$ cat config.mk
export PLATFORM = sky130hd
export DESIGN_NAME = result_word_collector
export DESIGN_NICKNAME = d
export VERILOG_FILES = /design/src/rtl/result_word_collector.sv
export SDC_FILE = /design/constraint.sdc
export NUM_CORES = 1
export LEC_CHECK = 0
export CAP_MARGIN = 25
export CORE_AREA = 10 10 142 144
export DETAILED_ROUTE_END_ITERATION = 8
export DIE_AREA = 0 0 152 154
export PLACE_DENSITY = 0.78
export RECOVER_POWER = 100
export SLEW_MARGIN = 25
export SYNTH_ARGS = -nofsm -noshare
export SYNTH_HDL_FRONTEND = slang
export SYNTH_SLANG_ARGS = --single-unit
$ cat constraint.sdc
create_clock -name clk -period 4.9 [get_ports clk]
set_clock_uncertainty 0.15 [all_clocks]
set_input_delay 0.735 -clock clk [delete_from_list [all_inputs] [get_ports clk]]
set_output_delay 0.735 -clock clk [all_outputs]
set_load 0.01 [all_outputs]
$ cat src/rtl/result_word_collector.sv
// Result word collector: validates and decodes 16-bit tagged result words,
// buffers legal words in a FIFO, presents decoded head fields on a
// valid/ready port and keeps saturating per-kind, drop and illegal counters.
module result_word_collector #(
  parameter int unsigned DEPTH = 8,
  parameter int unsigned CNT_W = 16
) (
  input  logic                     clk,
  input  logic                     rst,
  input  logic                     in_valid,
  input  logic [15:0]              in_data,
  output logic                     out_valid,
  input  logic                     out_ready,
  output logic [1:0]               out_kind,
  output logic [4:0]               out_hi,
  output logic [8:0]               out_lo,
  output logic                     out_flag,
  output logic [$clog2(DEPTH):0]   level,
  output logic [CNT_W-1:0]         cnt_a,
  output logic [CNT_W-1:0]         cnt_b,
  output logic [CNT_W-1:0]         cnt_c,
  output logic [CNT_W-1:0]         cnt_drop,
  output logic [CNT_W-1:0]         cnt_illegal
);

  localparam int unsigned AW = $clog2(DEPTH);
  localparam int unsigned LW = AW + 1;

  localparam logic [1:0] TAG_A = 2'b11;
  localparam logic [1:0] TAG_B = 2'b01;
  localparam logic [1:0] TAG_C = 2'b00;

  logic [15:0]    mem [DEPTH];
  logic [AW-1:0]  wr_ptr;
  logic [AW-1:0]  rd_ptr;
  logic [15:0]    head;
  logic           legal;
  logic           full;
  logic           push;
  logic           pop;
  logic           ill_evt;
  logic           drop_evt;

  // Classify the incoming word: tag 2'b10 and nonzero reserved fields are illegal.
  always_comb begin
    legal = 1'b0;
    case (in_data[15:14])
      TAG_A:   legal = (in_data[8:4] == 5'd0);
      TAG_B:   legal = 1'b1;
      TAG_C:   legal = (in_data[13:9] == 5'd0);
      default: legal = 1'b0;
    endcase
  end

  // Full is judged on the registered level, so a same-cycle pop never frees room.
  always_comb begin
    full      = (level == LW'(DEPTH));
    out_valid = (level != '0);
    pop       = out_valid & out_ready;
    ill_evt   = in_valid & ~legal;
    drop_evt  = in_valid & legal & full;
    push      = in_valid & legal & ~full;
  end

  // Storage array holds raw words; no reset needed since level gates visibility.
  always_ff @(posedge clk) begin
    if (push) begin
      mem[wr_ptr] <= in_data;
    end
  end

  // Pointers wrap naturally at DEPTH (power of two); level is an explicit counter.
  always_ff @(posedge clk or posedge rst) begin
    if (rst) begin
      wr_ptr <= '0;
      rd_ptr <= '0;
      level  <= '0;
    end else begin
      if (push) wr_ptr <= wr_ptr + AW'(1);
      if (pop)  rd_ptr <= rd_ptr + AW'(1);
      case ({push, pop})
        2'b10:   level <= level + LW'(1);
        2'b01:   level <= level - LW'(1);
        default: level <= level;
      endcase
    end
  end

  // Saturating statistics: each counter holds at all-ones.
  always_ff @(posedge clk or posedge rst) begin
    if (rst) begin
      cnt_a       <= '0;
      cnt_b       <= '0;
      cnt_c       <= '0;
      cnt_drop    <= '0;
      cnt_illegal <= '0;
    end else begin
      if (push && in_data[15:14] == TAG_A && cnt_a != '1) cnt_a <= cnt_a + CNT_W'(1);
      if (push && in_data[15:14] == TAG_B && cnt_b != '1) cnt_b <= cnt_b + CNT_W'(1);
      if (push && in_data[15:14] == TAG_C && cnt_c != '1) cnt_c <= cnt_c + CNT_W'(1);
      if (drop_evt && cnt_drop != '1)    cnt_drop    <= cnt_drop + CNT_W'(1);
      if (ill_evt && cnt_illegal != '1)  cnt_illegal <= cnt_illegal + CNT_W'(1);
    end
  end

  assign head = mem[rd_ptr];

  // Decode the head entry; all fields read zero while the FIFO is empty.
  always_comb begin
    out_kind = 2'b00;
    out_hi   = 5'd0;
    out_lo   = 9'd0;
    out_flag = 1'b0;
    if (out_valid) begin
      out_kind = head[15:14];
      case (head[15:14])
        TAG_A: begin
          out_hi = head[13:9];
          out_lo = {5'd0, head[3:0]};
        end
        TAG_B: begin
          out_hi   = head[13:9];
          out_flag = head[8];
          out_lo   = {1'b0, head[7:0]};
        end
        default: begin
          out_lo = head[8:0];
        end
      endcase
    end
  end

endmodule

# Word-level counts from Yosys, hierarchy flattened
# Memory sizes are Yosys's and may differ from the RTL's.
# Index checks and enable logic that the tools add are counted.
[op_classes]
n_addsub = 9
eq_ne = 12
n_mux = 11
n_bitwise = 7
n_reduce_logical = 14
[ops]
columns = ["operator", "count"]
rows = [
  ["adder 16 x 1 -> 16 bit (second input constant)", 5],
  ["inequality test 16 bit (second input constant)", 5],
  ["one-hot mux 9 bit (2 select lines)", 1],
  ["logical NOT 5 bit", 2],
  ["two-way mux 5 bit", 2],
  ["two-way mux 9 bit", 1],
  ["logical AND 1 bit", 8],
  ["one-hot mux 4 bit (2 select lines)", 1],
  ["adder 3 x 1 -> 3 bit (second input constant)", 2],
  ["== test 2 x 1 -> 1 bit (second input constant)", 3],
  ["== test 2 bit (second input constant)", 3],
  ["AND 1 bit", 5],
  ["adder 4 x 1 -> 4 bit (second input constant)", 1],
  ["== test 4 bit (second input constant)", 1],
  ["two-way mux 1 bit", 4],
  ["nonzero test 4 bit", 1],
  ["subtractor 4 x 1 -> 4 bit (second input constant)", 1],
  ["one-hot mux 1 bit (3 select lines)", 1],
  ["logical NOT 2 bit", 1],
  ["two-way mux 2 bit", 1],
  ["inverter 1 bit", 2],
  ["nonzero test 2 bit", 1],
  ["OR reduction 2 bit", 1],
]
[totals]
regBits = 90
mem_bits_rw = 128
input_bits = 20
out_inout_bits = 102
memories = 1
[memory_table]
columns = ["name", "words", "width", "rd", "rd_clocked_by_memory_dff", "wr", "line_no", "rtl"]
rows = [
  ["mem", 8, 16, 1, 0, 1, "33", "logic [15:0] mem [DEPTH];"],
]

# Longest topological paths before layout
[logic_depth]
word_depth = 6
depth_mapped = 12
depth_no_buf = 11

# Least setup slack after synthesis
# OpenSTA, ideal clock, no wires.
[synth_timing]
path_type = "input -> register"
start = "input port in_data[4]"
end = "memory mem[2][0], enable pin"
setup_time_ns = 0.436
arrival_time_ns = 3.551
t_required_ns = 4.314
setup_slack_ns = 0.763
cell_stages = 5
n_path_buf = 0
path_cell_list = "nor4_2 a31oi_1 nor3_1 inv_2 nor4b_1"
[synth_between]
elab_chain_len = 6
[synth_lines]
columns = ["item", "line_no", "rtl"]
rows = [
  ["start: declaration", "11", "input logic [15:0] in_data,"],
  ["logical NOT 5 bit", "48", "TAG_A: legal = (in_data[8:4] == 5'd0);"],
  ["one-hot mux 1 bit (3 select lines)", "47", "case (in_data[15:14])"],
  ["AND 1 bit (2 in a row)", "62", "push = in_valid & legal & ~full;"],
  ["two-way mux 1 bit", "67", "if (push) begin"],
  ["two-way mux 1 bit (implied by the code)", "68", "mem[wr_ptr] <= in_data;"],
  ["end: declaration", "33", ""],
]
# No other way between the ends.

# Final worst setup path
[layout_timing]
start = "input port in_data[12]"
end = "memory mem[1][1], enable pin"
[layout_between]
elab_chain_len = 6
[layout_lines]
columns = ["item", "line_no", "rtl"]
rows = [
  ["logical NOT 5 bit", "50", "TAG_C: legal = (in_data[13:9] == 5'd0);"],
  ["one-hot mux 1 bit (3 select lines)", "47", ""],
  ["AND 1 bit (2 in a row)", "62", ""],
  ["two-way mux 1 bit", "67", ""],
  ["two-way mux 1 bit (implied by the code)", "68", ""],
]
# No other way between the ends.

==> summary.txt <==
STA
  • Max-slew violation count: 83
  • Min Tclk post-route: 4.27 ns
  • Hold_ws: 0.337 ns
  • Setup TNS: 0 ns
  • Slew HR: -0.927
  • Hold Violations, Final: 0
  • Unrepaired setup endpoints after global routing: false
  • Least-Margin Pin Slew: 2.87 ns
  • Fin crit share: 0.872
  • Max Fclk: 234 MHz
  • Setup Viol. Count Final: 0

Logic synthesis
  • Compound-gate portion of the synthesized area: 0.0106
  • Simple-gate share of the synthesized area: 0.122
  • Post-synth EDFFs: 128
  • Netlist cell types: 49
  • Post-Syn Nets: 649
  • Mux cell area share after synthesis: 0.105
  • Mean Syn Cell Area: 15.0 sq um
  • Synthesized flop and latch total: 218
  • Register area share after synthesis: 0.656
  • Cells after Synth: 619
  • Largest family of logic cells by synthesized area: simple AND/OR/NAND/NOR gates
  • Number of synthesis warnings: 0
  • FFs w/ async S/R, synth: 0.413
  • Adder-cell area share of the yosys netlist: 0.0135
  • Area of the mapped netlist: 9300 sq um
  • Synth Area in XOR/XNOR: 0.0782
  • Main synth FF type: edfxtp_1

Die
  • Die Span X: 152 um
  • Starting Density: 0.541
  • Core Region: 17200 sq um
  • Row cnt: 48
  • Vert. Die Dim: 154 um
  • Num ports: 122
  • Die area: 23400 sq um

Setup path
  • Worst setup path class: in2reg
  • CP peak stage delay: 0.90 ns
  • Crit path DAT: 4.23 ns
  • Crit path required time: 4.86 ns
  • CP Capture Type: register
  • Most frequent CP cell: nor3_1
  • CP cell instances: dlygate4sd3_1, nor4_1, a21oi_1, nor3_1, nand2_1, nor3_1, clkbuf_1
  • Slowest cell on crit path: clkbuf_1
  • Crit path max fanout: 16
  • Setup crit start: in_data[12]
  • Worst R2R Start: cnt_a[0]
  • Worst Setup Start Kind: primary input

Routing
  • Vias/cell: 5.72
  • Initial DRC Count: 402
  • Via Count: 5733
  • Wirelength per Cell: 21.1 um
  • Detailed Route WL: 21.1 mm
  • DR DRC count: 0
  • Routed Antenna Nets: 0
  • TritonRoute pass-1 iters: 5

Clock network
  • CTS H-tree depth: 1
  • Post_cts resized: 0
  • Clock sinks: 218
  • Post-CTS Setup Bufs: 0
  • CTS Buf Count: 22
  • Root Driver: clkbuf_16
  • Hold_buf cts: 0
  • Clk buf depth: 3
  • Reg clk slew, reported paths: 0.06 ns
  • CTS tree: done
  • Clk_lat worst skew: 0.50 ns

Final layout
  • Final Util: 0.665
  • Filler cells: 1213
  • Layout area overhead: 22.8%
  • Fin nets: 791
  • Final instance area: 11400 sq um
  • ANT cells: 0
  • Layout cells sized above 1: 0.107

Pwr
  • Pwr Total: 5.28 mW
  • Maximum vdd ir drop: 278 uV
  • PwrDens: 462 nW/um^2
  • Static Leak: 4.64 nW

Min path
  • Worst Hold Launch: cnt_a[15]
  • Worst Hold Class: reg2reg

Placed design
  • Port buffer count: 121
  • Placed Area: 10900 sq um
  • Gpl congestion: 0.833
  • Dpl hpwl: 14.2 mm

GRT
  • First-pass GRT wire length: 33.7 mm
  • Global Route Usage Sum: 0.177
  • Initial antenna violation count: 2
  • Global route overflow: 0
  • Vias in the first global route: 6055
  • Largest net degree at the start of global routing: 66

Status
  • Failing checks: max-capacitance violations, max-slew violations
  • Status: finished with violations

Run
  • Max_cap viols: 2
==> per-stage QoR <==
stage | setup WS (ns) | cells
after floorplan | 0.763 | 619
after global placement | 0.695 | 962
after detailed placement | 0.516 | 962
after CTS | 0.742 | 1002
after global routing | 0.380 | 1002
final | 0.626 | 1002
==> flip-flops by register name, summed over array words and instances (netlist names) <==
name,cells
cnt_b,16
cnt_c,16
level,4
cnt_a,16
cnt_drop,16
rd_ptr,3
cnt_illegal,16
wr_ptr,3
mem,128
==> final cells by class <==
class / count / area (sq um) / share of cell area
Tap cell: 225 / 282 / 0.0247
Sequential cell: 218 / 6100 / 0.534
Clock buffer: 29 / 618 / 0.0541
Inverter: 16 / 61.3 / 0.00537
Multi-Input combinational cell: 366 / 3010 / 0.264
Clock inverter: 11 / 55.1 / 0.00482
Timing Repair Buffer: 137 / 1290 / 0.113
==> cell usage in the layout (no fill, tap or decap), types with 23 or more instances in the layout <==
master and instances:
nand4_1 26, dfrtp_1 89, nor2_1 37, xor2_1 44, dlygate4sd3_1 116, mux4_2 32
clkbuf_16 23, xnor2_1 39, nand3_1 27, nand2_1 34, edfxtp_1 128
==> worst max-delay path: cells and delay by family <==
kind,cells,cell delay (ns)
and+or+nand+nor,4,1.64
buffers and inverters,2,1.56
AOI/OAI and AO/OA,1,0.29
==> per-layer routing <==
layer  vias to the layer above  global-route usage  part of all wire
met5                         -                   0            0.0012
met4                         4              0.0449             0.018
met3                        32              0.0544             0.078
met2                       174               0.304              0.51
met1                      2925               0.213              0.40
li1                       2598                   -                 -
==> synthesized netlist by cell type, drive strengths merged (10+ instances only) <==
library cell  count  share of area
mux2i            15          0.016
inv              16         0.0065
ha               10          0.013
nor2             37          0.015
and3             11         0.0074
buf              12         0.0069
nand3            27          0.015
nand4            26          0.017
mux4             32          0.078
nor3             23          0.013
xor2             44          0.041
edfxtp          128           0.41
nand2            34          0.014
nor4             12          0.012
dfrtp            90           0.24
xnor2            39          0.037
==> cells by family (layout without fill, tap and decap cells) <==
kind of cell	Yosys count	count (layout)
mux	56	56
xor+xnor	83	83
fa+ha+maj	10	10
flops	218	218
buf+inv	35	193
compound gates	14	14
simple gates	203	203
==> final timing paths <==
check                      cells after the start          end  slack, ns
setup / recovery                               7    mem[1][1]       0.63
hold / removal                                 1    cnt_a[15]       0.34
setup reg to reg                               5    cnt_a[12]       1.41
hold reg to reg                                1    cnt_a[15]       0.34
max in group asynchronous                      3  cnt_drop[0]       1.07
min in group asynchronous                      2     cnt_a[4]       1.37
==> report_power, final <==
group / total [mW] / internal (mW) / switching [mW]
Clock: 1.55 / 0.887 / 0.666
Combinational: 1.39 / 0.728 / 0.662
Sequential: 2.33 / 2.09 / 0.242
No activity file was read; power rests on OpenSTA's default activity.
